==> config.mk <==
export PLATFORM = sky130hd
export DESIGN_NAME = uart_resp_collector
export DESIGN_NICKNAME = d
export VERILOG_FILES = /design/src/rtl/uart_resp_collector.sv
export SDC_FILE = /design/constraint.sdc
export NUM_CORES = 1
export LEC_CHECK = 0
export BUFFER_PORTS_ARGS = -buffer_cell sky130_fd_sc_hd__buf_2
export CAP_MARGIN = 40
export CORE_MARGIN = 1
export CORE_UTILIZATION = 59
export DETAILED_ROUTE_END_ITERATION = 6
export GPL_TIMING_DRIVEN = 0
export PLACE_DENSITY = 0.82
export SYNTH_ARGS = -nofsm -noshare
export SYNTH_HDL_FRONTEND = slang
export SYNTH_SLANG_ARGS = --single-unit
==> constraint.sdc <==
create_clock -name CLK -period 3.2 [get_ports CLK]
set_input_delay 0.16 -clock CLK [delete_from_list [all_inputs] [get_ports CLK]]
set_output_delay 0.16 -clock CLK [all_outputs]
set_load 0.01 [all_outputs]
==> src/rtl/uart_resp_collector.sv <==
`timescale 1ns/1ps
// uart_resp_collector: oversampled UART receiver with 3-sample majority vote, optional parity and
// LSB-first byte pairing into words. Define RESP_TIMEOUT_EN to flush stale half-words (adds TIMEOUT).
module uart_resp_collector #(
  parameter int DATA_WIDTH     = 8,
  parameter int WORD_WIDTH     = 16,
  parameter int TIMEOUT_CYCLES = 1024
) (
  input  logic                  CLK,
  input  logic                  RST,
  input  logic                  RX_IN,
  input  logic                  PAR_EN,
  input  logic                  PAR_TYP,
  input  logic [5:0]            PRESCALE,
  input  logic                  WORD_MODE,
  output logic [DATA_WIDTH-1:0] BYTE_OUT,
  output logic                  BYTE_VLD,
  output logic [WORD_WIDTH-1:0] WORD_OUT,
  output logic                  WORD_VLD,
  output logic                  PAR_ERR,
  output logic                  STP_ERR,
  output logic [7:0]            FRAME_CNT,
`ifdef RESP_TIMEOUT_EN
  output logic                  TIMEOUT,
`endif
  output logic                  BUSY
);

  localparam int BIT_W = $clog2(DATA_WIDTH);

  if (WORD_WIDTH != 2 * DATA_WIDTH || TIMEOUT_CYCLES < 2) begin : g_cfg_check
    $error("uart_resp_collector: WORD_WIDTH must equal 2*DATA_WIDTH and TIMEOUT_CYCLES must be >= 2");
  end

  typedef enum logic [2:0] {
    IDLE,
    START,
    DATA,
    PARITY,
    STOP
  } state_t;

  state_t                state_reg, state_next;
  logic                  rx_meta_reg, rx_sync_reg, rx_prev_reg;
  logic [5:0]            edge_cnt_reg, edge_cnt_next;
  logic [BIT_W-1:0]      bit_cnt_reg, bit_cnt_next;
  logic [2:0]            samp_reg, samp_next;
  logic [DATA_WIDTH-1:0] shift_reg, shift_next;
  logic                  par_bad_reg, par_bad_next;
  logic [5:0]            presc_reg, presc_next;
  logic                  par_en_reg, par_en_next;
  logic                  par_typ_reg, par_typ_next;
  logic [DATA_WIDTH-1:0] low_reg, low_next;
  logic                  half_reg, half_next;
  logic [DATA_WIDTH-1:0] byte_out_reg, byte_out_next;
  logic [WORD_WIDTH-1:0] word_out_reg, word_out_next;
  logic [7:0]            frame_cnt_reg, frame_cnt_next;
  logic                  byte_vld_reg, byte_vld_next;
  logic                  word_vld_reg, word_vld_next;
  logic                  par_err_reg, par_err_next;
  logic                  stp_err_reg, stp_err_next;
`ifdef RESP_TIMEOUT_EN
  logic [$clog2(TIMEOUT_CYCLES)-1:0] to_cnt_reg, to_cnt_next;
  logic                              timeout_reg, timeout_next;
`endif

  logic       rx_fall;
  logic [5:0] presc_sel;
  logic [5:0] bit_half;
  logic [5:0] bit_last;
  logic       resolve;
  logic       bit_end;
  logic       bit_val;

  // Two-flop synchroniser plus one history flop for falling-edge detection.
  always_ff @(posedge CLK) begin
    if (RST) begin
      rx_meta_reg <= 1'b1;
      rx_sync_reg <= 1'b1;
      rx_prev_reg <= 1'b1;
    end else begin
      rx_meta_reg <= RX_IN;
      rx_sync_reg <= rx_meta_reg;
      rx_prev_reg <= rx_sync_reg;
    end
  end

  assign rx_fall  = rx_prev_reg & ~rx_sync_reg;
  assign bit_half = {1'b0, presc_reg[5:1]};
  assign bit_last = presc_reg - 6'd1;
  assign resolve  = (edge_cnt_reg == bit_half + 6'd2);
  assign bit_end  = (edge_cnt_reg == bit_last);
  assign bit_val  = (samp_reg[0] & samp_reg[1]) | (samp_reg[0] & samp_reg[2]) |
                    (samp_reg[1] & samp_reg[2]);

  always_comb begin
    case (PRESCALE)
      6'd16:   presc_sel = 6'd16;
      6'd32:   presc_sel = 6'd32;
      default: presc_sel = 6'd8;
    endcase
  end

  always_comb begin
    state_next     = state_reg;
    edge_cnt_next  = edge_cnt_reg;
    bit_cnt_next   = bit_cnt_reg;
    samp_next      = samp_reg;
    shift_next     = shift_reg;
    par_bad_next   = par_bad_reg;
    presc_next     = presc_reg;
    par_en_next    = par_en_reg;
    par_typ_next   = par_typ_reg;
    low_next       = low_reg;
    half_next      = half_reg & WORD_MODE;
    byte_out_next  = byte_out_reg;
    word_out_next  = word_out_reg;
    frame_cnt_next = frame_cnt_reg;
    byte_vld_next  = 1'b0;
    word_vld_next  = 1'b0;
    par_err_next   = 1'b0;
    stp_err_next   = 1'b0;
`ifdef RESP_TIMEOUT_EN
    to_cnt_next    = '0;
    timeout_next   = 1'b0;
`endif

    if (state_reg != IDLE) begin
      edge_cnt_next = bit_end ? 6'd0 : edge_cnt_reg + 6'd1;
      if (edge_cnt_reg == bit_half - 6'd1) samp_next[0] = rx_sync_reg;
      if (edge_cnt_reg == bit_half)        samp_next[1] = rx_sync_reg;
      if (edge_cnt_reg == bit_half + 6'd1) samp_next[2] = rx_sync_reg;
    end

    case (state_reg)
      IDLE: begin
        // The detection cycle is sample 0 of the start bit, so counting resumes at 1.
        if (rx_fall) begin
          state_next    = START;
          edge_cnt_next = 6'd1;
          presc_next    = presc_sel;
          par_en_next   = PAR_EN;
          par_typ_next  = PAR_TYP;
          par_bad_next  = 1'b0;
        end
      end
      START: begin
        if (resolve && bit_val) begin
          state_next    = IDLE;
          edge_cnt_next = 6'd0;
        end else if (bit_end) begin
          state_next   = DATA;
          bit_cnt_next = '0;
        end
      end
      DATA: begin
        if (resolve) shift_next = {bit_val, shift_reg[DATA_WIDTH-1:1]};
        if (bit_end) begin
          bit_cnt_next = bit_cnt_reg + BIT_W'(1);
          if (bit_cnt_reg == BIT_W'(DATA_WIDTH - 1))
            state_next = par_en_reg ? PARITY : STOP;
        end
      end
      PARITY: begin
        if (resolve) par_bad_next = (bit_val != ((^shift_reg) ^ par_typ_reg));
        if (bit_end) state_next = STOP;
      end
      STOP: begin
        // Leave mid stop bit so a start edge right after the stop bit is not missed.
        if (resolve) begin
          state_next    = IDLE;
          edge_cnt_next = 6'd0;
          if (bit_val && !par_bad_reg) begin
            byte_out_next  = shift_reg;
            byte_vld_next  = 1'b1;
            frame_cnt_next = frame_cnt_reg + 8'd1;
            if (WORD_MODE) begin
              if (half_reg) begin
                word_out_next = {shift_reg, low_reg};
                word_vld_next = 1'b1;
                half_next     = 1'b0;
              end else begin
                low_next  = shift_reg;
                half_next = 1'b1;
              end
            end else begin
              half_next = 1'b0;
            end
          end else begin
            par_err_next = par_bad_reg;
            stp_err_next = ~bit_val;
            half_next    = 1'b0;
          end
        end
      end
      default: begin
        state_next    = IDLE;
        edge_cnt_next = 6'd0;
      end
    endcase

`ifdef RESP_TIMEOUT_EN
    if (state_reg == IDLE && half_reg) begin
      if (to_cnt_reg == $bits(to_cnt_reg)'(TIMEOUT_CYCLES - 1)) begin
        word_out_next = {{DATA_WIDTH{1'b0}}, low_reg};
        word_vld_next = 1'b1;
        timeout_next  = 1'b1;
        half_next     = 1'b0;
      end else begin
        to_cnt_next = to_cnt_reg + 1'b1;
      end
    end
`endif
  end

  always_ff @(posedge CLK) begin
    if (RST) begin
      state_reg     <= IDLE;
      edge_cnt_reg  <= '0;
      bit_cnt_reg   <= '0;
      samp_reg      <= '0;
      shift_reg     <= '0;
      par_bad_reg   <= 1'b0;
      presc_reg     <= 6'd8;
      par_en_reg    <= 1'b0;
      par_typ_reg   <= 1'b0;
      low_reg       <= '0;
      half_reg      <= 1'b0;
      byte_out_reg  <= '0;
      word_out_reg  <= '0;
      frame_cnt_reg <= '0;
      byte_vld_reg  <= 1'b0;
      word_vld_reg  <= 1'b0;
      par_err_reg   <= 1'b0;
      stp_err_reg   <= 1'b0;
`ifdef RESP_TIMEOUT_EN
      to_cnt_reg    <= '0;
      timeout_reg   <= 1'b0;
`endif
    end else begin
      state_reg     <= state_next;
      edge_cnt_reg  <= edge_cnt_next;
      bit_cnt_reg   <= bit_cnt_next;
      samp_reg      <= samp_next;
      shift_reg     <= shift_next;
      par_bad_reg   <= par_bad_next;
      presc_reg     <= presc_next;
      par_en_reg    <= par_en_next;
      par_typ_reg   <= par_typ_next;
      low_reg       <= low_next;
      half_reg      <= half_next;
      byte_out_reg  <= byte_out_next;
      word_out_reg  <= word_out_next;
      frame_cnt_reg <= frame_cnt_next;
      byte_vld_reg  <= byte_vld_next;
      word_vld_reg  <= word_vld_next;
      par_err_reg   <= par_err_next;
      stp_err_reg   <= stp_err_next;
`ifdef RESP_TIMEOUT_EN
      to_cnt_reg    <= to_cnt_next;
      timeout_reg   <= timeout_next;
`endif
    end
  end

  assign BYTE_OUT  = byte_out_reg;
  assign BYTE_VLD  = byte_vld_reg;
  assign WORD_OUT  = word_out_reg;
  assign WORD_VLD  = word_vld_reg;
  assign PAR_ERR   = par_err_reg;
  assign STP_ERR   = stp_err_reg;
  assign FRAME_CNT = frame_cnt_reg;
  assign BUSY      = (state_reg != IDLE);
`ifdef RESP_TIMEOUT_EN
  assign TIMEOUT   = timeout_reg;
`endif

endmodule

==> flow_summary.json, run 1 <==
{
  "status": "finished, final reports clean",
  "grt_start_max_net_pins": 15,
  "combPwrFrac_pct": 5.9,
  "overflow": 0,
  "met2_length_mm": 3.52,
  "worstReg2RegEnd": "state_reg[2]",
  "min_from": "PAR_EN",
  "worstHoldPathCells": 3,
  "clk_path_buf_depth": 2,
  "synthesis.nets": 394,
  "seqPwrFrac_pct": 52.6,
  "final_cells": 510,
  "rsz0062_at_grt": "false",
  "min_to": "par_en_reg",
  "p_int_mw": 1.40,
  "syn_to_final_growth_pct": 15.2,
  "ant_nets": 0,
  "clkPwrFrac_pct": 41.6,
  "tightest_slew_ns": 0.556,
  "synthCells": 374,
  "endpoint_kind": "register",
  "die_area_mm2": 0.00635,
  "path_clk_slew_ns": 0.08,
  "clock_sinks": 77,
  "finalSetupViolCount": 0,
  "wl_per_cell_um": 14.5,
  "leakage_nw": 1.85,
  "placed_cells": 493,
  "hpwl_mm": 5.44,
  "p_sw_share_pct": 24.1,
  "fin_skew_ns": 0.00921,
  "arrival_ns": 2.56,
  "std_cell_rows": 27,
  "coreArea_mm2": 0.00568,
  "cts_setup_buffers": 0,
  "antennaDiodeCount": 0,
  "netlist_area_mm2": 0.00356,
  "die_h_um": 79.7,
  "top_layer": "met4",
  "finalCriticalPeriod_ns": 2.27,
  "grt_pass1_vias": 2723,
  "synth.area.top_cells": "dfxtp_1 43%, mux2i_1 13%, nand2b_1 6.3%",
  "setup.worst_path.class": "reg -> reg",
  "yosysTopAreaCell": "dfxtp_1",
  "critPathMaxFanout": 6,
  "initial_utilization_pct": 62.8,
  "grtUsageTotal_pct": 25.6,
  "ir_drop_mv": 0.405,
  "viasPerCell": 5.46,
  "grt_antenna_before_repair": 0,
  "drc": 0,
  "cp.required_ns": 3.49,
  "ys_seq_area_share_pct": 43.3,
  "drive_gt1_share_pct": 19.2,
  "min_period_over_period_pct": 70.8,
  "clock_latency_ns": 0.34,
  "synth-async-reset-ratio_pct": 0,
  "port_buffers": 47,
  "drt-total-wl_mm": 7.40,
  "synth_edf_count": 0,
  "max_freq_mhz": 441,
  "synth.distinct_cells": 52,
  "hp-class": "in -> reg",
  "vias": 2785,
  "synth-main-ff-cell": "dfxtp_1",
  "r2r_setup_slack_ns": 0.93,
  "drt_iter0_drc": 155,
  "synth_seq_cells": 77,
  "slew_violations": 0,
  "cts_tree": "done",
  "reg2reg_depth": 7,
  "cts_root_buffer": "clkbuf_8",
  "route.met3.wl_um": 395,
  "slew_headroom_pct": 62.9,
  "drt_first_pass_iters": 5,
  "worstSetupStartpointType": "register",
  "h-tree-depth": 3,
  "finalNetCount": 453,
  "reg2reg_from": "presc_reg[3]",
  "largest_register_ffs": 16,
  "die-width_um": 79.7,
  "ys_warn_count": 0,
  "synth_top_area_share_pct": 43.3,
  "gp_congestion": 0.878,
  "m1WireLength_mm": 3.40,
  "io_pins": 49,
  "avgSynthCellArea_um2": 9.52,
  "cap_violations": 0,
  "power.switching_uw": 445,
  "cts_made_buffers": 9,
  "grt_pass1_wl_mm": 12.4,
  "tns_ns": 0,
  "power_density_mw_per_mm2": 449,
  "hold_violations": 0
}
==> layer usage <==
metal  track usage, %  up-vias
met5                0        -
met4             11.5        0
met3             4.57        9
met2             41.8       73
met1             32.9     1312
li1                 -     1391
==> cell usage in the layout (no fill, tap or decap), types with 2 or more instances in the layout <==
master,netlist,layout
nand4b_1,2,2
nor4b_1,2,2
a21oi_1,11,11
and2_1,2,2
nor2_1,45,45
nand2_1,15,15
nand4_1,6,6
clkbuf_8,0,10
clkbuf_1,10,11
dfxtp_1,77,77
o31ai_1,3,3
nor3_1,5,5
or2_2,3,3
nand3_1,10,10
nor3b_1,4,4
ha_1,8,8
or4_1,2,2
nand2b_1,36,36
xnor2_1,12,12
buf_4,2,2
mux2i_1,45,45
inv_6,0,2
o21ai_0,8,8
inv_1,13,13
nand3_2,2,2
buf_6,3,3
o2111ai_1,2,2
buf_2,6,53
nor4_1,3,3
xor2_1,13,13
==> stage by stage <==
step                      power (mW)  setup WS [ns]  cell area (um2)  util (%)  hold WS (ns)
after floorplan                 1.07           1.27             3560         -         0.264
after global placement          1.09           1.06             3890      68.5         0.343
after detailed placement        1.10           1.00             3890      68.5         0.347
after CTS                       1.85          0.975             4110      72.3        0.0849
after global routing            1.91          0.766             4110      72.3        0.0936
final                           1.84          0.933             4110      72.3        0.0910
==> what timing repair did <==
item,4_1_cts,5_1_grt
hold endpoints to repair,1,0
hold buffers,1,0
gates resized for setup,0,0
==> synth_stat cells (10+ instances only) <==
master	count
dfxtp_1	77
mux2i_1	45
nor2_1	45
nand2b_1	36
nand2_1	15
inv_1	13
xor2_1	13
xnor2_1	12
a21oi_1	11
clkbuf_1	10
nand3_1	10
==> cell type report <==
type | count | area [um2]
buffer | 22 | 120
clock buffer | 11 | 141
clock inverter | 5 | 66.3
fill | 440 | 1570
inverter | 14 | 52.6
multi-input combinational | 261 | 1850
sequential | 77 | 1540
tap | 72 | 90.1
timing repair buffer | 48 | 245
==> power by group through the flow <==
stage	clock network, mW	registers (mW)	logic [mW]
global route	0.819	0.971	0.120
finish	0.767	0.970	0.108
CTS	0.777	0.969	0.108
floorplan	0	0.990	0.0778
global placement	0	0.991	0.103
detailed placement	0	0.992	0.105
==> worst max-delay path, cell delays in order, from the launching register on <==
cell and delay, ns:
dfxtp_1 0.46, inv_1 0.08, ha_1 0.24, xnor3_1 0.28
nand4_1 0.26, o21bai_1 0.30, a2111oi_1 0.45, o21ba_1 0.16
==> logic make-up (layout without fill, tap and decap cells) <==
family | Yosys count | in the layout | synth area share, %
AND/OR/NAND/NOR | 145 | 145 | 22.7
multiplexers | 45 | 45 | 12.6
AO/OA/AOI/OAI | 36 | 36 | 6.71
flip-flops | 77 | 77 | 43.3
XOR/XNOR | 26 | 26 | 6.78
adder cells (fa/ha/maj) | 9 | 9 | 3.09
buffers and inverters | 36 | 100 | 4.85
==> worst max path at each step <==
stage	slack, ns	startpoint	cells past startpoint	to
after global placement	1.06	presc_reg[3]	7	state_reg[2]
after floorplan	1.27	presc_reg[3]	7	state_reg[2]
after detailed placement	1.00	presc_reg[3]	7	state_reg[2]
after CTS	0.97	presc_reg[3]	7	state_reg[2]
final	0.93	presc_reg[3]	7	state_reg[2]
after global routing	0.77	presc_reg[3]	7	state_reg[2]
Note: power is estimated with default switching activity, not from simulation.
==> run 2, diff against run 1 <==
- CORE_UTILIZATION: 59 -> 51
- PLACE_DENSITY: 0.82 -> 0.75
- clock period: 3.2 -> 1.9 ns (I/O delays scaled with it)
==> flow_summary.json, run 2 (synthesized netlist as in run 1, its figures left out) <==
{
  "ant_nets": 0,
  "worstSetupEndpoint": "edge_cnt_reg[0]",
  "cp.required_ns": 2.18,
  "grt_antenna_before_repair": 0,
  "overflow": 0,
  "cts_made_buffers": 9,
  "drt_iter0_drc": 146,
  "drc": 0,
  "violations": "setup timing",
  "endpoint_kind": "register",
  "drt-total-wl_mm": 8.18,
  "clock_sinks": 77,
  "setup.worst_path.class": "reg -> reg",
  "syn_to_final_growth_pct": 29.6,
  "clk_path_buf_depth": 2,
  "worstReg2RegEnd": "edge_cnt_reg[0]",
  "use_met3_pct": 3.85,
  "grtUsageMet1_pct": 28.7,
  "hold_violations": 0,
  "final_common_cell": "dfxtp_1",
  "reg2reg_depth": 9,
  "die_h_um": 85.6,
  "worstSetupStartpointType": "register",
  "hp-class": "in -> reg",
  "ir_drop_mv": 0.517,
  "min_period_over_period_pct": 103,
  "cp_slowest_cell": "a311oi_4",
  "rsz0062_at_grt": "true",
  "place_area_mm2": 0.00390,
  "grtUsageTotal_pct": 21.3,
  "drt_first_pass_iters": 6,
  "wl_per_cell_um": 15.1,
  "cpPeakStageDelay_ns": 0.44,
  "grt_start_max_net_pins": 15,
  "leakage_nw": 2.02,
  "worst-path-stages": 9,
  "fin_skew_ns": 0.00890,
  "arrival_ns": 2.23,
  "gp_congestion": 0.832,
  "tightest_slew_ns": 0.550,
  "worstHoldPathCells": 3,
  "fin_area_mm2": 0.00462,
  "vias": 2902,
  "slew_violations": 0,
  "slew_headroom_pct": 63.3,
  "finalSetupViolCount": 5,
  "fillCellCount": 531,
  "final_cell_mix": "68 x dfxtp_1, 49 x buf_2, 45 x mux2i_1, 45 x nor2_1, 35 x nand2b_1",
  "finalCriticalPeriod_ns": 1.96,
  "placed_cells": 501,
  "top_usage_layer": "met2",
  "critPathMaxFanout": 5,
  "coreArea_mm2": 0.00676,
  "antennaDiodeCount": 0,
  "worstPathCellList": "buf_6 -> xor2_4 -> nor4_4 -> buf_6 -> buf_6 -> a311oi_4 -> buf_4 -> o2111ai_1 -> a21boi_1",
  "r2r_setup_slack_ns": -0.06,
  "cts_root_buffer": "clkbuf_8",
  "grt_pass1_vias": 2538,
  "power_mw": 3.13,
  "worst_slack_ns": -0.0563,
  "die-width_um": 85.6,
  "cts_tree": "done",
  "final_cells": 542,
  "status": "finished with violations",
  "finalNetCount": 477,
  "tns_ns": -0.222,
  "reg2reg_from": "edge_cnt_reg[3]",
  "grt_pass1_wl_mm": 12.1,
  "port_buffers": 47,
  "h-tree-depth": 3,
  "clock_latency_ns": 0.35,
  "path_common_cell": "buf_6",
  "die_area_mm2": 0.00732,
  "cap_violations": 0,
  "path_clk_slew_ns": 0.08,
  "max_freq_mhz": 511,
  "hpwl_mm": 5.09,
  "std_cell_rows": 30,
  "largest_register_ffs": 16,
  "io_pins": 49,
  "initial_utilization_pct": 52.7,
  "grtUsageMet2_pct": 33.0,
  "viasPerCell": 5.35,
  "critPathLaunch": "edge_cnt_reg[3]",
  "drive_gt1_share_pct": 30.1,
  "critPathBufInv": 4,
  "cp_top_family": "compound AO/OA/AOI/OAI gates",
  "power_density_mw_per_mm2": 678
}
run 2: metrics by stage:
| step | util, % | hold slack, ns | setup slack, ns |
|---|---|---|---|
| 6_report | 68.3 | 0.0283 | -0.0563 |
| 2_1_floorplan | - | 0.199 | 0.0340 |
| 3_5_place_dp | 57.7 | 0.292 | -0.222 |
| 4_1_cts | 63.4 | 0.0164 | -0.0379 |
| 5_1_grt | 68.3 | 0.0318 | -0.133 |
| 3_3_place_gp | 57.7 | 0.287 | -0.200 |
run 2: routing by layer:
layer | vias up | wire length [um]
li1 | 1446 | -
met5 | - | 0
met1 | 1358 | 3690
met2 | 82 | 4030
met3 | 16 | 324
met4 | 0 | 140
run 2: worst min-delay path by stage:
stage,end,slack (ns),start
6_report,par_typ_reg,0.03,PAR_TYP
5_1_grt,par_typ_reg,0.03,PAR_TYP
2_1_floorplan,rx_meta_reg,0.20,RX_IN
4_1_cts,par_typ_reg,0.02,PAR_TYP
3_3_place_gp,rx_meta_reg,0.29,RX_IN
3_5_place_dp,rx_meta_reg,0.29,RX_IN
run 2: repair_timing:
item                                    in CTS  in global routing
setup buffers                                7                 16
cloned                                       0                  1
endpoints found under the setup margin      43                 47
hold endpoints to repair                     2                  0
resized for setup                           27                 38
pin swaps                                    8                 20
hold buffers                                 2                  0
run 2: where the power goes:
part | switching [mW] | internal [mW]
clock network | 0.633 | 0.616
registers | 0.0111 | 1.62
logic | 0.139 | 0.112
total | 0.782 | 2.35
run 2: final cells by class:
| type | instances | area (um2) | area share [%] |
|---|---|---|---|
| tap | 80 | 100 | 2.17 |
| clock buffer | 10 | 128 | 2.76 |
| multi-input combinational | 261 | 2070 | 44.8 |
| inverter | 14 | 56.3 | 1.22 |
| timing repair buffer | 73 | 473 | 10.2 |
| buffer | 21 | 158 | 3.41 |
| sequential | 77 | 1560 | 33.8 |
| clock inverter | 6 | 70.1 | 1.52 |
run 2: worst min-delay path: cells and delay by family:
family / cells / cell delay [ns]
AO/OA/AOI/OAI: 1 / 0.06
buffers and inverters: 1 / 0.11
AND/OR/NAND/NOR: 1 / 0.07
